<file path="src/rtl/fp16_div_seq.sv">
// Sequential FP16 divider, quotient = A / B.
// Restoring division produces one quotient bit per cycle. Flow:
// IDLE -> NORM (subnormal pre-normalisation) -> DIV (14 cycles) -> ROUND -> DONE.
// Zero divisor and zero dividend bypass the datapath and go IDLE -> DONE.
// Results saturate to +/-inf or flush to signed zero. No NaN is ever produced.
module fp16_div_seq (
  input  logic        clk,
  input  logic        rst_n,
  input  logic        start,
  input  logic [15:0] A,
  input  logic [15:0] B,
  output logic [15:0] quotient,
  output logic        Overflow,
  output logic        Underflow,
  output logic        DivByZero,
  output logic        busy,
  output logic        done
);

  typedef enum logic [2:0] {StIdle, StNorm, StDiv, StRound, StDone} state_e;

  localparam int unsigned DivSteps = 14;

  state_e             state_q;
  logic               sign_q;
  logic [10:0]        ma_q, mb_q;
  logic signed [6:0]  ea_q, eb_q, e_q;
  logic [11:0]        r_q;
  logic [13:0]        q_q;
  logic [3:0]         cnt_q;
  logic [15:0]        quotient_q;
  logic               ovf_q, unf_q, dbz_q, busy_q, done_q;

  // Operand decode at acceptance: hidden bit and effective exponent.
  logic               sign_in;
  logic [10:0]        man_a, man_b;
  logic signed [6:0]  eff_a, eff_b;
  logic               a_zero, b_zero;

  // Unpack both operands; a zero exponent means subnormal with effective exponent 1.
  always_comb begin
    sign_in = A[15] ^ B[15];
    man_a   = {(A[14:10] != 5'd0), A[9:0]};
    man_b   = {(B[14:10] != 5'd0), B[9:0]};
    eff_a   = (A[14:10] != 5'd0) ? $signed({2'b00, A[14:10]}) : 7'sd1;
    eff_b   = (B[14:10] != 5'd0) ? $signed({2'b00, B[14:10]}) : 7'sd1;
    a_zero  = (A[14:0] == 15'd0);
    b_zero  = (B[14:0] == 15'd0);
  end

  // One restoring-division step on the current remainder.
  logic        r_ge;
  logic [11:0] r_sub;
  logic [11:0] r_next;

  // Compare, conditionally subtract, then shift the remainder left.
  always_comb begin
    r_ge   = (r_q >= {1'b0, mb_q});
    r_sub  = r_ge ? (r_q - {1'b0, mb_q}) : r_q;
    // r_sub < d < 2^11, so the shifted value always fits in 12 bits.
    r_next = {r_sub[10:0], 1'b0};
  end

  // Rounding datapath (round-to-nearest-even) over the 14 raw quotient bits.
  logic [10:0]       rnd_m;
  logic              rnd_g, rnd_s, rnd_up;
  logic signed [6:0] rnd_e;
  logic [11:0]       rnd_sum;
  logic [9:0]        fin_frac;
  logic signed [6:0] fin_e;

  // Select mantissa/guard/sticky by the quotient's leading bit, round, then renormalise.
  always_comb begin
    if (q_q[13]) begin
      rnd_m = q_q[13:3];
      rnd_g = q_q[2];
      rnd_s = (|q_q[1:0]) | (r_q != 12'd0);
      rnd_e = e_q;
    end else begin
      // Quotient in [0.5, 1): one extra bit is available and the exponent drops by one.
      rnd_m = q_q[12:2];
      rnd_g = q_q[1];
      rnd_s = q_q[0] | (r_q != 12'd0);
      rnd_e = e_q - 7'sd1;
    end
    rnd_up  = rnd_g & (rnd_s | rnd_m[0]);
    rnd_sum = {1'b0, rnd_m} + {11'd0, rnd_up};
    if (rnd_sum[11]) begin
      fin_frac = rnd_sum[10:1];
      fin_e    = rnd_e + 7'sd1;
    end else begin
      fin_frac = rnd_sum[9:0];
      fin_e    = rnd_e;
    end
  end

  // Control FSM with registered datapath state and registered outputs.
  always_ff @(posedge clk or negedge rst_n) begin
    if (!rst_n) begin
      state_q    <= StIdle;
      sign_q     <= 1'b0;
      ma_q       <= 11'd0;
      mb_q       <= 11'd0;
      ea_q       <= 7'sd0;
      eb_q       <= 7'sd0;
      e_q        <= 7'sd0;
      r_q        <= 12'd0;
      q_q        <= 14'd0;
      cnt_q      <= 4'd0;
      quotient_q <= 16'd0;
      ovf_q      <= 1'b0;
      unf_q      <= 1'b0;
      dbz_q      <= 1'b0;
      busy_q     <= 1'b0;
      done_q     <= 1'b0;
    end else begin
      unique case (state_q)
        StIdle: begin
          if (start) begin
            sign_q <= sign_in;
            if (b_zero) begin
              // Zero divisor wins over a zero dividend.
              quotient_q <= {sign_in, 5'h1F, 10'h000};
              ovf_q      <= 1'b0;
              unf_q      <= 1'b0;
              dbz_q      <= 1'b1;
              done_q     <= 1'b1;
              state_q    <= StDone;
            end else if (a_zero) begin
              quotient_q <= {sign_in, 15'd0};
              ovf_q      <= 1'b0;
              unf_q      <= 1'b0;
              dbz_q      <= 1'b0;
              done_q     <= 1'b1;
              state_q    <= StDone;
            end else begin
              ma_q    <= man_a;
              mb_q    <= man_b;
              ea_q    <= eff_a;
              eb_q    <= eff_b;
              busy_q  <= 1'b1;
              state_q <= StNorm;
            end
          end
        end

        StNorm: begin
          if (ma_q[10] && mb_q[10]) begin
            e_q     <= ea_q - eb_q + 7'sd15;
            r_q     <= {1'b0, ma_q};
            q_q     <= 14'd0;
            cnt_q   <= 4'd0;
            state_q <= StDiv;
          end else begin
            if (!ma_q[10]) begin
              ma_q <= {ma_q[9:0], 1'b0};
              ea_q <= ea_q - 7'sd1;
            end
            if (!mb_q[10]) begin
              mb_q <= {mb_q[9:0], 1'b0};
              eb_q <= eb_q - 7'sd1;
            end
          end
        end

        StDiv: begin
          r_q   <= r_next;
          q_q   <= {q_q[12:0], r_ge};
          cnt_q <= cnt_q + 4'd1;
          if (cnt_q == 4'(DivSteps - 1)) begin
            state_q <= StRound;
          end
        end

        StRound: begin
          dbz_q <= 1'b0;
          if (fin_e >= 7'sd31) begin
            quotient_q <= {sign_q, 5'h1F, 10'h000};
            ovf_q      <= 1'b1;
            unf_q      <= 1'b0;
          end else if (fin_e <= 7'sd0) begin
            quotient_q <= {sign_q, 15'd0};
            ovf_q      <= 1'b0;
            unf_q      <= 1'b1;
          end else begin
            quotient_q <= {sign_q, fin_e[4:0], fin_frac};
            ovf_q      <= 1'b0;
            unf_q      <= 1'b0;
          end
          busy_q  <= 1'b0;
          done_q  <= 1'b1;
          state_q <= StDone;
        end

        StDone: begin
          done_q  <= 1'b0;
          state_q <= StIdle;
        end

        default: begin
          busy_q  <= 1'b0;
          done_q  <= 1'b0;
          state_q <= StIdle;
        end
      endcase
    end
  end

  assign quotient  = quotient_q;
  assign Overflow  = ovf_q;
  assign Underflow = unf_q;
  assign DivByZero = dbz_q;
  assign busy      = busy_q;
  assign done      = done_q;

endmodule

</file>
<file path="config.mk">
export PLATFORM = sky130hd
export DESIGN_NAME = fp16_div_seq
export DESIGN_NICKNAME = d
export VERILOG_FILES = /design/src/rtl/fp16_div_seq.sv
export SDC_FILE = /design/constraint.sdc
export NUM_CORES = 1
export LEC_CHECK = 0
export ABC_AREA = 1
export BUFFER_PORTS_ARGS = -buffer_cell sky130_fd_sc_hd__buf_2
export CORE_UTILIZATION = 55
export DETAILED_ROUTE_END_ITERATION = 8
export PLACE_DENSITY = 0.82
export SLEW_MARGIN = 0
export SYNTH_ARGS = -nofsm -noshare
export SYNTH_HDL_FRONTEND = slang
export SYNTH_SLANG_ARGS = --single-unit
</file>
<file path="constraint.sdc">
create_clock -name clk -period 2.25 [get_ports clk]
set_input_delay 0.3375 -clock clk [delete_from_list [all_inputs] [get_ports clk]]
set_output_delay 0.3375 -clock clk [all_outputs]
set_load 0.01 [all_outputs]
</file>
==> results of run 1 <==
## logic make-up after synthesis
group,share of synthesized area [%]
AOI/OAI and AO/OA,14.8
DFF,38.8
muxes,0.178
and+or+nand+nor,27.0
adders and majority gates,6.38
xor gates and xnor gates,3.33
buffers and inverters,9.46
## worst max path at each step
stage,endpoint,slack (ps)
after global placement,e_q[6]$_DFFE_PN0P_,70
after floorplan,quotient[10]$_DFFE_PN0P_,30
after detailed placement,quotient[10]$_DFFE_PN0P_,4
final,quotient[12]$_DFFE_PN0P_,-10
after CTS,r_q[7]$_DFFE_PN0P_,10
after global routing,quotient[9]$_DFFE_PN0P_,-180
## per-stage QoR
step,instance area (µm²),TNS [ps],instances
floorplan,6320,0,845
global placement,6990,0,1054
detailed placement,6990,0,1054
CTS,7310,0,1072
global route,7710,-2140,1090
finish,7710,-16.6,1090
## sequential cells by signal (all words and copies together) (netlist names), 3 cells and up
register  flops
e_q           7
ma_q         11
cnt_q         4
ea_q          7
mb_q         11
quotient     16
state_q       3
q_q          14
r_q          12
eb_q          7
## routing by layer
layer  vias up  GRT usage, %  routed length (µm)
met5         -             0                   0
met4         0          11.7                 532
met3        43          3.41                 898
met2       238          45.5                7930
met1      2808          34.2                6720
li1       2981             -                   -
## area by class of cell
type,instances,area share (%)
timing repair buffer,113,10.3
clock buffer,14,3.42
multi-input combinational,601,45.4
timing repair inverter,1,0.146
sequential,98,31.8
inverter,121,6.13
clock inverter,2,0.454
tap,140,2.27
## critical path, stage by stage (launching register included)
cell and delay (ps):
sky130_fd_sc_hd__dfrtp_1 430, sky130_fd_sc_hd__buf_6 180, sky130_fd_sc_hd__clkinv_8 70, sky130_fd_sc_hd__nand2_1 60, sky130_fd_sc_hd__nand2_1 130, sky130_fd_sc_hd__nand2_2 100
sky130_fd_sc_hd__nor2_2 180, sky130_fd_sc_hd__nand4_1 180, sky130_fd_sc_hd__nor2_1 150, sky130_fd_sc_hd__nand4_1 110, sky130_fd_sc_hd__nand2_1 220, sky130_fd_sc_hd__nor2_4 70
sky130_fd_sc_hd__a21oi_2 170, sky130_fd_sc_hd__nand3_1 90
## power breakdown
group | total (mW) | internal (mW) | leakage (nW) | switching [mW]
Combinational | 7.25 | 2.92 | 2.50 | 4.33
Sequential | 3.09 | 2.51 | 1.24 | 0.575
Clock | 1.58 | 0.923 | 0.147 | 0.657
## synthesized netlist by cell type, types with 3 or more instances
cell / n
sky130_fd_sc_hd__xor2_1: 17
sky130_fd_sc_hd__inv_1: 113
sky130_fd_sc_hd__dfrtp_1: 98
sky130_fd_sc_hd__o211ai_1: 6
sky130_fd_sc_hd__nor2_2: 4
sky130_fd_sc_hd__nand2_2: 15
sky130_fd_sc_hd__o21ai_0: 57
sky130_fd_sc_hd__nand3_1: 49
sky130_fd_sc_hd__a21oi_1: 35
sky130_fd_sc_hd__a31oi_1: 3
sky130_fd_sc_hd__buf_6: 3
sky130_fd_sc_hd__ha_1: 29
sky130_fd_sc_hd__nand2_1: 203
sky130_fd_sc_hd__nor2_1: 63
sky130_fd_sc_hd__clkbuf_1: 16
sky130_fd_sc_hd__o21a_1: 3
sky130_fd_sc_hd__a22oi_1: 16
sky130_fd_sc_hd__o22ai_1: 16
sky130_fd_sc_hd__nand4_1: 12
sky130_fd_sc_hd__xnor2_1: 7
sky130_fd_sc_hd__o21ai_1: 9
sky130_fd_sc_hd__nor2_4: 6
sky130_fd_sc_hd__or2_2: 5
sky130_fd_sc_hd__inv_2: 5
sky130_fd_sc_hd__nor3_1: 14
sky130_fd_sc_hd__buf_2: 3
sky130_fd_sc_hd__nor4_1: 7
## timing repair
action / CTS / global route
gates resized for setup: 0 / 74
setup endpoints to repair: 11 / 28
hold endpoints to repair: 23 / 0
pin swaps: 1 / 28
hold buffers: 1 / 0
buffers inserted: 1 / 16
cloned: 0 / 2
==> insert_results.sql, run 1 <==
INSERT INTO impl_metrics (metric_group, metric, value, unit) VALUES
('outcome', 'status', 'complete, but fails checks', ''),
('outcome', 'violations', 'negative setup slack', ''),
('clocking', 'number_of_buffers_on_the_longest_clock_path', '2', ''),
('worst_setup_path', 'worst_ep_required_time', '2480', 'ps'),
('timing', 'achievable-frequency', '442', 'MHz'),
('timing', 'final-hold-violation-count', '0', ''),
('final_layout', 'fillers', '859', ''),
('worst_hold_path', 'worst_hold_path.endpoint', 'ma_q[0]$_DFFE_PN0P_', ''),
('synthesis', 'postSynthCellCount', '845', ''),
('clocking', 'tritoncts_clock_tree', 'yes', ''),
('global_route', 'grt.overflow.total', '0', ''),
('worst_setup_path', 'worst_setup_path_startpoint', 'q_q[13]$_DFFE_PN0P_', ''),
('synthesis', 'synth.avg_cell_area', '7.48', 'µm²'),
('routing', 'drtPass1Iterations', '5', ''),
('routing', 'drc_errors', '0', ''),
('routing', 'viasPerCell', '5.57', ''),
('timing', 'timing.final.ws_setup', '-13.2', 'ps'),
('timing', 'setup_viol', '3', ''),
('die', 'floorplan.io_pins', '56', ''),
('routing', 'detailroute.via_count', '6070', ''),
('timing', 'unrepaired_setup_endpoints_after_global_routing', 'yes', ''),
('routing', 'totalWireLength', '16100', 'µm'),
('final_layout', 'area_delta_synth_final', '22.0', '%'),
('worst_setup_path', 'worst_setup_path_end_kind', 'flip-flop', ''),
('timing', 'finalMaxSlewViolations', '0', ''),
('worst_setup_path', 'crit-reg2reg-launch', 'q_q[13]$_DFFE_PN0P_', ''),
('power_and_ir_drop', 'powerDensity', '1550', 'nW/µm²'),
('synthesis', 'synth_enable_flop_cells', '0', ''),
('final_layout', 'diodes', '0', ''),
('flow_run', 'max_cap_violations', '0', ''),
('clocking', 'cts_buffers', '9', ''),
('power_and_ir_drop', 'power_leakage', '3.89', 'nW'),
('synthesis', 'ys_ff_latch', '98', ''),
('worst_setup_path', 'rrSetupSlack', '-10', 'ps'),
('synthesis', 'synth.yosys.seq_area_share', '38.8', '%'),
('power_and_ir_drop', 'vdd_drop_max', '0.753', 'mV'),
('placement', 'number_of_i_o_port_buffers', '55', ''),
('die', 'number_of_placement_rows', '38', ''),
('clocking', 'h-tree-depth', '3', ''),
('timing', 'timing.slew.headroom', '63.0', '%'),
('global_route', 'gr-usage-all-layers', '26.8', '%'),
('routing', 'dr.first_iter.drc_count', '362', ''),
('timing', 'setup_skew_after_layout', '5.37', 'ps'),
('timing', 'finalHoldWorstSlack', '200', 'ps'),
('worst_setup_path', 'worst-setup-path-type', 'flip-flop to flip-flop', ''),
('routing', 'detail-route-antenna-nets', '0', ''),
('final_layout', 'final_cell_mix', 'sky130_fd_sc_hd__nand2_1, sky130_fd_sc_hd__inv_1, sky130_fd_sc_hd__dfrtp_1', ''),
('worst_setup_path', 'startpoint_type', 'flip-flop', ''),
('clocking', 'cts-root-buf', 'sky130_fd_sc_hd__clkbuf_16', ''),
('timing', 'period_minus_slack', '2260', 'ps'),
('synthesis', 'post_synth_instance_area', '6320', 'µm²'),
('final_layout', 'most_common_cell_after_layout_fill_and_taps_aside', 'sky130_fd_sc_hd__nand2_1', ''),
('global_route', 'grt_max_degree', '76', ''),
('global_route', 'antenna_violations_before_repair', '0', ''),
('power_and_ir_drop', 'total_power', '11.9', 'mW'),
('worst_hold_path', 'hp-start', 'A[0]', ''),
('worst_setup_path', 'capture_instance_of_the_worst_register_to_register_path', 'quotient[12]$_DFFE_PN0P_', ''),
('placement', 'post-place-ws', '4.45', 'ps'),
('die', 'core_area', '11000', 'µm²'),
('synthesis', 'mapped_nets', '911', ''),
('worst_hold_path', 'worst_hold_path_type', 'input pin to flip-flop', ''),
('synthesis', 'synthDominantAreaCellType', 'sky130_fd_sc_hd__dfrtp_1', ''),
('global_route', 'grt_pass1_vias', '5395', ''),
('die', 'initial_core_util', '57.3', '%'),
('die', 'design.die.area', '11900', 'µm²'),
('clocking', 'clock_latency', '350', 'ps'),
('final_layout', 'multi_input_combinational_cell_area', '3500', 'µm²'),
('die', 'die_width', '109', 'µm'),
('placement', 'dpl.hpwl', '11100', 'µm'),
('final_layout', 'final_layout_size_suffix_gt1_share', '23.1', '%'),
('timing', 'final_min_period_over_clock_period', '101', '%');
Note: power is estimated with default switching activity, not from simulation.
==> inputs of run 2 (changes only) <==
--- a/config.mk
+++ b/config.mk
@@ -9,6 +9,7 @@
 export BUFFER_PORTS_ARGS = -buffer_cell sky130_fd_sc_hd__buf_2
 export CORE_UTILIZATION = 55
 export DETAILED_ROUTE_END_ITERATION = 8
+export MAX_ROUTING_LAYER = met4
 export PLACE_DENSITY = 0.82
 export SLEW_MARGIN = 0
 export SYNTH_ARGS = -nofsm -noshare
==> insert_results.sql, run 2 (synthesized netlist as in run 1, its figures left out) <==
INSERT INTO impl_metrics (metric_group, metric, value, unit) VALUES
('power_and_ir_drop', 'powerDensity', '1570', 'nW/µm²'),
('worst_hold_path', 'worst_hold_path_type', 'input pin to flip-flop', ''),
('timing', 'achievable-frequency', '455', 'MHz'),
('outcome', 'status', 'complete, no violations', ''),
('final_layout', 'postLayoutCellArea', '7640', 'µm²'),
('placement', 'number_of_i_o_port_buffers', '55', ''),
('clocking', 'clock_latency', '360', 'ps'),
('worst_setup_path', 'crit_fanout', '7', ''),
('final_layout', 'multi_input_combinational_cell_area', '3510', 'µm²'),
('global_route', 'grt.overflow.total', '0', ''),
('placement', 'placed_insts', '1054', ''),
('die', 'dieHeight', '109', 'µm'),
('final_layout', 'most_common_cell_after_layout_fill_and_taps_aside', 'sky130_fd_sc_hd__nand2_1', ''),
('flow_run', 'max_cap_violations', '0', ''),
('placement', 'post-place-ws', '-6.82', 'ps'),
('clocking', 'cts-root-buf', 'sky130_fd_sc_hd__clkbuf_16', ''),
('die', 'core_area', '11000', 'µm²'),
('routing', 'drc_errors', '0', ''),
('timing', 'finalMaxSlewViolations', '0', ''),
('worst_setup_path', 'worst_setup_path_end_kind', 'flip-flop', ''),
('worst_setup_path', 'path_cells', 'buf_6 -> clkinv_8 -> nand2_1 -> nand2_2 -> nand2_2 -> nor2_4 -> nand3_4 -> buf_4 -> nand2_1 -> nand2_1 -> nor2_1 -> nand3_1 -> nand2_4 -> nand2_4 -> nand3_1 -> nand2_1', ''),
('final_layout', 'fillers', '922', ''),
('routing', 'totalWireLength', '16100', 'µm'),
('clocking', 'tritoncts_clock_tree', 'yes', ''),
('timing', 'timing.final.ws_setup', '52.8', 'ps'),
('die', 'number_of_placement_rows', '38', ''),
('global_route', 'antenna_violations_before_repair', '0', ''),
('die', 'design.die.area', '11900', 'µm²'),
('final_layout', 'final_nets', '1003', ''),
('routing', 'detail-route-antenna-nets', '0', ''),
('clocking', 'cts.clk_slew.worst_paths', '80', 'ps'),
('timing', 'setup_skew_after_layout', '9.56', 'ps'),
('worst_setup_path', 'timing.critical_path.slowest_cell_delay', '410', 'ps'),
('die', 'initial_core_util', '57.3', '%'),
('timing', 'timing.slew.headroom', '58.3', '%'),
('placement', 'gp_congestion', '0.927', ''),
('final_layout', 'diodes', '0', ''),
('timing', 'worstMarginPinSlew', '625', 'ps'),
('routing', 'detailroute.via_count', '5997', ''),
('global_route', 'gr-usage-all-layers', '29.2', '%'),
('global_route', 'grt_first_pass_wirelength', '26200', 'µm'),
('worst_setup_path', 'startpoint_type', 'flip-flop', ''),
('power_and_ir_drop', 'total_power', '12.0', 'mW'),
('worst_setup_path', 'critPathArrivalTime', '2450', 'ps'),
('final_layout', 'final_cell_mix', 'sky130_fd_sc_hd__nand2_1, sky130_fd_sc_hd__inv_1, sky130_fd_sc_hd__dfrtp_1', ''),
('final_layout', 'area_delta_synth_final', '20.9', '%'),
('timing', 'setup_viol', '0', ''),
('routing', 'dr.first_iter.drc_count', '327', ''),
('clocking', 'sinks_on_clock_net', '98', ''),
('routing', 'detail_route.wl_per_cell', '14.8', 'µm'),
('routing', 'viasPerCell', '5.54', ''),
('placement', 'dpl.hpwl', '11600', 'µm'),
('timing', 'unrepaired_setup_endpoints_after_global_routing', 'yes', ''),
('worst_setup_path', 'critPathTopFamily', 'simple AND/OR/NAND/NOR gates', ''),
('placement', 'detailed_place.area', '6960', 'µm²'),
('final_layout', 'stdcell_count', '1082', ''),
('timing', 'period_minus_slack', '2200', 'ps'),
('clocking', 'h-tree-depth', '3', ''),
('worst_setup_path', 'worst-setup-path-type', 'flip-flop to flip-flop', ''),
('worst_setup_path', 'timing.critical_path.mode_cell', 'sky130_fd_sc_hd__nand2_1', ''),
('clocking', 'cts_buffers', '9', ''),
('timing', 'final_min_period_over_clock_period', '97.7', '%'),
('worst_setup_path', 'cp_slowest_cell', 'sky130_fd_sc_hd__dfrtp_1', ''),
('die', 'die_width', '109', 'µm'),
('power_and_ir_drop', 'vdd_drop_max', '0.853', 'mV'),
('global_route', 'grt_pass1_vias', '5726', ''),
('worst_setup_path', 'worst_ep_required_time', '2500', 'ps'),
('routing', 'drtPass1Iterations', '5', ''),
('clocking', 'number_of_buffers_on_the_longest_clock_path', '2', ''),
('die', 'floorplan.io_pins', '56', ''),
('final_layout', 'regArea', '2450', 'µm²'),
('final_layout', 'final_layout_size_suffix_gt1_share', '22.6', '%'),
('power_and_ir_drop', 'power_leakage', '3.83', 'nW'),
('timing', 'final-hold-violation-count', '0', ''),
('worst_setup_path', 'critical_path.n_buffers_inverters', '3', ''),
('global_route', 'grt_max_degree', '41', ''),
('final_layout', 'largest_register_ff_count', '16', '');
-- run 2: report_power, final --
group / internal [mW] / switching (mW) / leakage (nW)
registers: 2.51 / 0.600 / 1.24
logic: 2.94 / 4.38 / 2.45
clock network: 0.870 / 0.726 / 0.138
total: 6.32 / 5.71 / 3.83
-- run 2: metrics by stage --
| stage | hold slack (ps) | util (%) | setup TNS, ps |
|---|---|---|---|
| 6_report | 186 | 69.3 | 0 |
| 4_1_cts | 181 | 66.1 | 0 |
| 3_3_place_gp | 346 | 63.1 | 0 |
| 3_5_place_dp | 349 | 63.1 | -11.8 |
| 5_1_grt | 209 | 69.3 | -1040 |
| 2_1_floorplan | 41.9 | - | 0 |
-- run 2: worst paths after layout --
kind | endpoint | slack, ps | cells after the start | start
hold / removal | ma_q[0]$_DFFE_PN0P_ | 190 | 3 | A[0]
hold reg to reg | quotient[2]$_DFFE_PN0P_ | 480 | 2 | quotient[2]$_DFFE_PN0P_
setup / recovery | quotient[5]$_DFFE_PN0P_ | 50 | 16 | q_q[13]$_DFFE_PN0P_
max in group asynchronous | ea_q[2]$_DFFE_PN0P_ | 1130 | 3 | rst_n
setup reg to reg | quotient[5]$_DFFE_PN0P_ | 50 | 16 | q_q[13]$_DFFE_PN0P_
min in group asynchronous | r_q[7]$_DFFE_PN0P_ | 500 | 2 | rst_n
-- run 2: final cells by class --
class | instances | share of cell area (%)
clock buffers | 9 | 2.95
clock inverters | 7 | 1.03
inverters | 121 | 6.22
multi-input cells | 601 | 46.0
flip-flops and latches | 98 | 32.1
well taps | 140 | 2.29
repair buffers | 105 | 9.27
repair inverters | 1 | 0.115
-- run 2: per-layer routing --
| metal | wire (µm) | vias to the layer above | GRT usage [%] |
|---|---|---|---|
| met5 | 0 | - | - |
| met4 | 411 | 0 | 13.3 |
| met3 | 864 | 34 | 4.24 |
| met2 | 7930 | 191 | 47.7 |
| met1 | 6850 | 2814 | 35.8 |
| li1 | - | 2958 | - |
-- run 2: timing repair --
item                       CTS  global route
pin swaps                    1            24
buffers inserted             0            10
hold buffers                 1             0
resized for setup            5            63
cloned                       0             1
hold endpoints to repair    37             0
setup endpoints to repair   14            29
-- run 2: worst min-delay path, cell delays in order --
cell,delay [ps]
sky130_fd_sc_hd__buf_2,90
sky130_fd_sc_hd__nand2_1,40
sky130_fd_sc_hd__nand2_1,50
